**config.mk**
```make
export PLATFORM = sky130hd
export DESIGN_NAME = binary_bram_reader_flat
export DESIGN_NICKNAME = d
export VERILOG_FILES = /design/src/rtl/binary_bram_reader_if.sv /design/src/rtl/binary_bram_reader.sv /design/src/flat_wrapper.sv
export SDC_FILE = /design/constraint.sdc
export NUM_CORES = 1
export LEC_CHECK = 0
export CORE_MARGIN = 3
export CORE_UTILIZATION = 58
export CTS_CLUSTER_SIZE = 14
export DETAILED_ROUTE_END_ITERATION = 8
export PLACE_DENSITY = 0.85
export SLEW_MARGIN = 10
export SYNTH_ARGS = -nofsm -noshare
export SYNTH_HDL_FRONTEND = slang
export SYNTH_SLANG_ARGS = --single-unit
```
**constraint.sdc**
```tcl
create_clock -name clk -period 5.7 [get_ports clk]
set_input_delay 1.425 -clock clk [delete_from_list [all_inputs] [get_ports clk]]
set_output_delay 1.425 -clock clk [all_outputs]
set_load 0.05 [all_outputs]
```
**src/rtl/binary_bram_reader_if.sv**
```systemverilog
`default_nettype none
// ============================================================================
//  Module   : binary_bram_reader_if
//  Brief    : BRAM read port and pixel stream bundle for binary_bram_reader.
//             The master is the reader. The slave is the BRAM plus the
//             downstream consumer.
//  Revision : 1.0 - initial release
// ============================================================================
interface binary_bram_reader_if #(
    parameter int IMG_WIDTH  = 640,
    parameter int IMG_HEIGHT = 480
);
    localparam int NPIX   = IMG_WIDTH * IMG_HEIGHT;
    localparam int ADDR_W = $clog2(NPIX);

    logic              rd_en;
    logic [ADDR_W-1:0] rd_addr;
    logic              rd_data;
    logic              y_valid;
    logic              y_ready;
    logic [7:0]        y_data;
    logic              y_sop;
    logic              y_eol;
    logic              y_eop;

    modport master (
        output rd_en, rd_addr, y_valid, y_data, y_sop, y_eol, y_eop,
        input  rd_data, y_ready
    );

    modport slave (
        input  rd_en, rd_addr, y_valid, y_data, y_sop, y_eol, y_eop,
        output rd_data, y_ready
    );
endinterface
`default_nettype wire

```
**src/rtl/binary_bram_reader.sv**
```systemverilog
`default_nettype none
// ============================================================================
//  Module   : binary_bram_reader
//  Brief    : Scans a 1-bit frame BRAM in raster order. Each bit is expanded
//             to an 8-bit pixel (0/255) and sent out on a valid/ready stream
//             with sop/eol/eop markers. A 2-entry FIFO absorbs backpressure.
//  Revision : 1.0 - initial release
// ============================================================================
module binary_bram_reader #(
    parameter int IMG_WIDTH  = 640,
    parameter int IMG_HEIGHT = 480
) (
    input  wire                  clk,
    input  wire                  rst,
    input  wire                  start,
    binary_bram_reader_if.master bus,
    output logic                 busy,
    output logic                 done
);
    localparam int NPIX   = IMG_WIDTH * IMG_HEIGHT;
    localparam int ADDR_W = $clog2(NPIX);
    localparam int COL_W  = (IMG_WIDTH > 2) ? $clog2(IMG_WIDTH) : 1;

    localparam logic [ADDR_W-1:0] c_last_addr = ADDR_W'(NPIX - 1);
    localparam logic [COL_W-1:0]  c_last_col  = COL_W'(IMG_WIDTH - 1);

    localparam logic [1:0] c_st_idle  = 2'd0;
    localparam logic [1:0] c_st_read  = 2'd1;
    localparam logic [1:0] c_st_drain = 2'd2;

    logic [1:0]        r_state;
    logic [ADDR_W-1:0] r_addr;
    logic [COL_W-1:0]  r_col;
    logic              r_inflight;
    logic [2:0]        r_meta;      // {sop, eol, eop} of the read in flight
    logic [3:0]        r_mem [2];   // {data, sop, eol, eop}
    logic              r_wptr;
    logic              r_rptr;
    logic [1:0]        r_count;
    logic              r_busy;
    logic              r_done;

    logic       w_valid;
    logic [3:0] w_head;
    logic       w_pop;
    logic [2:0] w_occ;
    logic       w_issue;

    assign w_valid = (r_count != 2'd0);
    assign w_head  = r_mem[r_rptr];
    assign w_pop   = w_valid && bus.y_ready;
    // Slots already committed: the stored entries plus the read in flight.
    // A pop in this cycle frees one slot in time for this cycle's issue.
    assign w_occ   = {1'b0, r_count} + {2'b00, r_inflight};
    assign w_issue = (r_state == c_st_read) && (w_occ < (3'd2 + {2'b00, w_pop}));

    assign bus.rd_en   = w_issue;
    assign bus.rd_addr = r_addr;
    assign bus.y_valid = w_valid;
    assign bus.y_data  = (w_valid && w_head[3]) ? 8'hFF : 8'h00;
    assign bus.y_sop   = w_valid && w_head[2];
    assign bus.y_eol   = w_valid && w_head[1];
    assign bus.y_eop   = w_valid && w_head[0];
    assign busy        = r_busy;
    assign done        = r_done;

    // Scan control: FSM, address/column counters, in-flight tag, busy/done.
    always_ff @(posedge clk) begin
        if (rst) begin
            r_state    <= c_st_idle;
            r_addr     <= '0;
            r_col      <= '0;
            r_inflight <= 1'b0;
            r_meta     <= 3'b000;
            r_busy     <= 1'b0;
            r_done     <= 1'b0;
        end else begin
            r_done     <= 1'b0;
            r_inflight <= w_issue;
            if (w_issue) begin
                r_meta <= {(r_addr == '0), (r_col == c_last_col), (r_addr == c_last_addr)};
            end
            case (r_state)
                c_st_idle: begin
                    if (start) begin
                        r_state <= c_st_read;
                        r_busy  <= 1'b1;
                        r_addr  <= '0;
                        r_col   <= '0;
                    end
                end
                c_st_read: begin
                    if (w_issue) begin
                        // The counter holds at the last address and never wraps.
                        if (r_addr == c_last_addr) begin
                            r_state <= c_st_drain;
                        end else begin
                            r_addr <= r_addr + ADDR_W'(1);
                        end
                        r_col <= (r_col == c_last_col) ? '0 : r_col + COL_W'(1);
                    end
                end
                c_st_drain: begin
                    // Stay in DRAIN through the done cycle so a start there is ignored.
                    if (r_done) begin
                        r_state <= c_st_idle;
                    end else if (w_pop && w_head[0]) begin
                        r_busy <= 1'b0;
                        r_done <= 1'b1;
                    end
                end
                default: r_state <= c_st_idle;
            endcase
        end
    end

    // Two-entry skid FIFO. It is filled from BRAM data one cycle after issue.
    always_ff @(posedge clk) begin
        if (rst) begin
            r_wptr   <= 1'b0;
            r_rptr   <= 1'b0;
            r_count  <= 2'd0;
            r_mem[0] <= 4'h0;
            r_mem[1] <= 4'h0;
        end else begin
            if (r_inflight) begin
                r_mem[r_wptr] <= {bus.rd_data, r_meta};
                r_wptr        <= ~r_wptr;
            end
            if (w_pop) begin
                r_rptr <= ~r_rptr;
            end
            r_count <= r_count + {1'b0, r_inflight} - {1'b0, w_pop};
        end
    end
endmodule
`default_nettype wire

```
**src/flat_wrapper.sv**
```systemverilog
// flat-port wrapper written by rule: the top's interface ports become plain ports
module binary_bram_reader_flat 
#(
    parameter int IMG_WIDTH  = 640,
    parameter int IMG_HEIGHT = 480
)
  (clk, rst, start, busy, done, bus_rd_en, bus_rd_addr, bus_y_valid, bus_y_data, bus_y_sop, bus_y_eol, bus_y_eop, bus_rd_data, bus_y_ready);
  binary_bram_reader_if #(.IMG_WIDTH(IMG_WIDTH), .IMG_HEIGHT(IMG_HEIGHT)) bus_i ();
  input  wire clk;
  input  wire rst;
  input  wire start;
  output logic busy;
  output logic done;
  output wire logic [$bits(bus_i.rd_en)-1:0] bus_rd_en;
  output wire logic [$bits(bus_i.rd_addr)-1:0] bus_rd_addr;
  output wire logic [$bits(bus_i.y_valid)-1:0] bus_y_valid;
  output wire logic [$bits(bus_i.y_data)-1:0] bus_y_data;
  output wire logic [$bits(bus_i.y_sop)-1:0] bus_y_sop;
  output wire logic [$bits(bus_i.y_eol)-1:0] bus_y_eol;
  output wire logic [$bits(bus_i.y_eop)-1:0] bus_y_eop;
  input wire logic [$bits(bus_i.rd_data)-1:0] bus_rd_data;
  input wire logic [$bits(bus_i.y_ready)-1:0] bus_y_ready;
  assign bus_rd_en = bus_i.rd_en;
  assign bus_rd_addr = bus_i.rd_addr;
  assign bus_y_valid = bus_i.y_valid;
  assign bus_y_data = bus_i.y_data;
  assign bus_y_sop = bus_i.y_sop;
  assign bus_y_eol = bus_i.y_eol;
  assign bus_y_eop = bus_i.y_eop;
  assign bus_i.rd_data = bus_rd_data;
  assign bus_i.y_ready = bus_y_ready;
  binary_bram_reader #(.IMG_WIDTH(IMG_WIDTH), .IMG_HEIGHT(IMG_HEIGHT)) u_core (.clk(clk), .rst(rst), .start(start), .bus(bus_i), .busy(busy), .done(done));
endmodule
```
==> summary.md <==
| Metric | Value |
|---|---|
| Status | `complete, no violations` |
| Share of post-route cells with drive strength above 1 | `0.0708` |
| Routability cong. | `0.869` |
| Crit-path max FO | `8` |
| CP Launch Type | `primary input` |
| Reg-to-reg setup timing slack | `3.34 ns` |
| Core Area | `4410 sq um` |
| Max Freq | `202 MHz` |
| Int Power | `543 uW` |
| Clock Tree Buf Depth | `2` |
| Hold Crit Endpoint | `u_core.r_meta[1]` |
| Initial Util | `0.610` |
| Crit path max-delay cell type | `clkdlybuf4s50_1` |
| Sw Share | `0.361` |
| H-tree levels | `2` |
| Die Area | `5500 sq um` |
| DP HPWL | `4.34 mm` |
| GRT Total Usage | `0.229` |
| PostCTS Resize Cnt | `0` |
| # DRC | `0` |
| Top-area cell type share of the netlist area | `0.312` |
| Top-level I/O count | `39` |
| NetSw | `307 uW` |
| Overflow after GRT | `0` |
| Synth unique cells | `55` |
| Power Density | `271 nW/um^2` |
| Nets | `350` |
| Final ANT Viol Nets | `0` |
| Yosys warns | `0` |
| Reg2reg end | `u_core.bus.rd_addr[11]` |
| FFs w/ async S/R, synth | `0` |
| Synthesis-to-layout area growth | `16.2%` |
| Hold Path Depth | `2` |
| Vias in the first global route | `2126` |
| RSZ-0062 raised after global routing | `false` |
| MaxCap Viol Count | `0` |
| WP data required | `4.28 ns` |
| Top cells by area, synth | `dfxtp_1 31%, edfxtp_1 8.9%, o31ai_1 6.4%` |
| Sequential area share after synthesis | `0.401` |
| Largest net degree at the start of global routing | `31` |
| Final Hold Viols | `0` |
| Postcts setup bufs | `0` |
| Crit Path Class | `primary input to primary output` |
| Reg power frac | `0.465` |
| CTS Hold Bufs | `0` |
| Tmin final | `4.94 ns` |
| Starting DRT DRC Count | `236` |
| Antenna Cells | `0` |
| Crit path largest cell delay | `0.84 ns` |
| Hold WC Path Type | `flop to flop` |
| Worst-margin pin slew | `0.874 ns` |
| Synth Net Count | `323` |
| CP Cell Sequence | `clkdlybuf4s50_1 > o21ai_1 > o21ai_1 > nand2_2 > inv_1 > clkdlybuf4s50_1` |
| Cell count after synthesis | `311` |
| CP Capture Type | `primary output` |
| Max Transition Viols Final | `0` |
| Row cnt | `24` |
| Clock slew at reported path FFs | `0.10 ns` |
| Root Driver | `clkbuf_8` |
| Leakage | `0.00113 uW` |
| 1st-pass router iterations | `8` |
| Seq cells post-synth | `50` |
| Routed wire length | `6.09 mm` |
| HP Start | `u_core.r_meta[1]` |
| R2R depth | `5` |
| Drt via density | `6.24` |
| Top_reg_cell synth | `dfxtp_1` |
| Slew HR | `0.417` |
| CTS tree | `yes` |
| CTS Buf Count | `5` |
| First-pass GRT wire length | `9.95 mm` |
| Setup violators final | `0` |
| Die Y | `74.1 microns` |
| Period utilisation layout | `0.867` |
| Final Skew | `0.00826 ns` |
| Share of total power in the clock network | `0.246` |
| Area of the mapped netlist | `2690 sq um` |
| Fin Setup TNS | `0 ns` |
| EDFF count, synth | `8` |
| Die Width | `74.1 microns` |
| Logic pwr share | `0.289` |
| Synthesized area per cell | `8.66 sq um` |
| Sink Count | `50` |
| Crit path DAT | `3.52 ns` |
| Post-synth top area cell | `dfxtp_1` |
| Reg2reg start | `u_core.r_state[0]` |
| Vias | `2439` |
| Final instance area | `3130 sq um` |
| Peak VDD IR | `177 uV` |
| Worst-Skew Late Latency | `0.31 ns` |
| Initial antenna violation count | `0` |
| Placed instance area | `3040 sq um` |
| Core Util, Final | `0.709` |
| IO Port Bufs | `38` |
| Routed len/inst | `15.6 microns` |
==> per-layer routing <==
layer | GRT usage | up-vias | part of all wire
met1 | 0.315 | 1128 | 0.46
li1 | - | 1188 | -
met3 | 0.0459 | 12 | 0.072
met2 | 0.362 | 111 | 0.46
met5 | 0 | - | 0
met4 | 0.0744 | 0 | 0.015
==> flip-flops by register name, indices dropped and copies added, names as in the netlist, named ones only <==
register and count:
u_core.bus.rd_addr 19, u_core.r_col 10, u_core.r_mem 8, u_core.r_meta 3
u_core.r_count 2, u_core.r_state 2, u_core.busy 1, u_core.done 1
u_core.r_inflight 1, u_core.r_rptr 1, u_core.r_wptr 1
==> how the worst max path moves through the flow <==
stage	startpoint	endpoint	slack (ns)	depth (start not counted)
after floorplan	bus_y_ready	bus_rd_en	1.96	4
after global placement	bus_y_ready	bus_rd_en	0.83	6
after detailed placement	bus_y_ready	bus_rd_en	0.76	6
after CTS	bus_y_ready	bus_rd_en	0.76	6
after global routing	bus_y_ready	bus_rd_en	0.62	6
final	bus_y_ready	bus_rd_en	0.76	6
==> area by class of cell <==
cell class | instances | area (sq um)
Clock buffer | 5 | 68.8
Fill cell | 351 | 1280
Tap cell | 52 | 65.1
Clock inverter | 3 | 21.3
Inverter | 12 | 45.0
Multi-Input combinational cell | 229 | 1450
Timing Repair Buffer | 40 | 395
Sequential cell | 50 | 1080
==> cell usage in the layout (no fill, tap or decap), types with 2 or more instances in the layout <==
| cell type | count |
|---|---|
| o21ai_0 | 13 |
| buf_4 | 2 |
| o21ai_1 | 2 |
| and2_1 | 4 |
| nand3_1 | 15 |
| or4_1 | 3 |
| nor3_4 | 2 |
| inv_1 | 12 |
| a31oi_1 | 7 |
| clkbuf_8 | 5 |
| nor3_1 | 9 |
| and4_1 | 4 |
| nand2b_1 | 12 |
| edfxtp_1 | 8 |
| clkdlybuf4s50_1 | 38 |
| o211ai_1 | 2 |
| dfxtp_1 | 42 |
| ha_1 | 7 |
| nor4_1 | 3 |
| a211oi_1 | 2 |
| a21oi_1 | 19 |
| xor2_1 | 2 |
| and3_1 | 6 |
| o41ai_1 | 2 |
| o22ai_1 | 2 |
| nor2_1 | 32 |
| nand4_1 | 7 |
| nand2_1 | 20 |
| mux2i_1 | 4 |
| nor3b_1 | 2 |
| nand2_2 | 2 |
| o31ai_1 | 23 |
==> kinds of logic (layout without fill, tap and decap cells) <==
group	Yosys count	count (layout)	synth area share
multiplexers	4	4	0.0149
buffers and inverters	32	60	0.0590
XOR/XNOR	3	3	0.00976
AO/OA/AOI/OAI	77	77	0.184
adder cells (fa/ha/maj)	7	7	0.0325
AND/OR/NAND/NOR	138	138	0.298
flip-flops	50	50	0.401
==> synth_stat cells (all sizes together), types with 8 or more instances <==
master	n
dfxtp	42
nor2	32
o31ai	23
nand2	22
a21oi	19
nand3	17
buf	15
o21ai	15
nand2b	13
inv	12
nor3	11
edfxtp	8
==> power by group through the flow <==
stage	registers, uW	clock network, uW	logic (uW)
finish	395	209	245
global route	398	225	262
floorplan	400	0	188
CTS	395	212	245
global placement	402	0	239
detailed placement	403	0	244
==> critical path: cells and delay by family <==
family	cells	cell delay, ns
AO/OA/AOI/OAI	2	0.43
buffers and inverters	3	1.49
AND/OR/NAND/NOR	1	0.17
==> through the flow <==
stage	hold slack [ns]	setup WS (ns)	power, uW	std cells
2_1_floorplan	0.424	1.96	588	311
3_3_place_gp	0.443	0.831	641	383
3_5_place_dp	0.449	0.763	647	383
4_1_cts	0.471	0.760	852	391
5_1_grt	0.498	0.615	885	391
6_report	0.468	0.759	849	391
(Power assumes the default switching activity.)
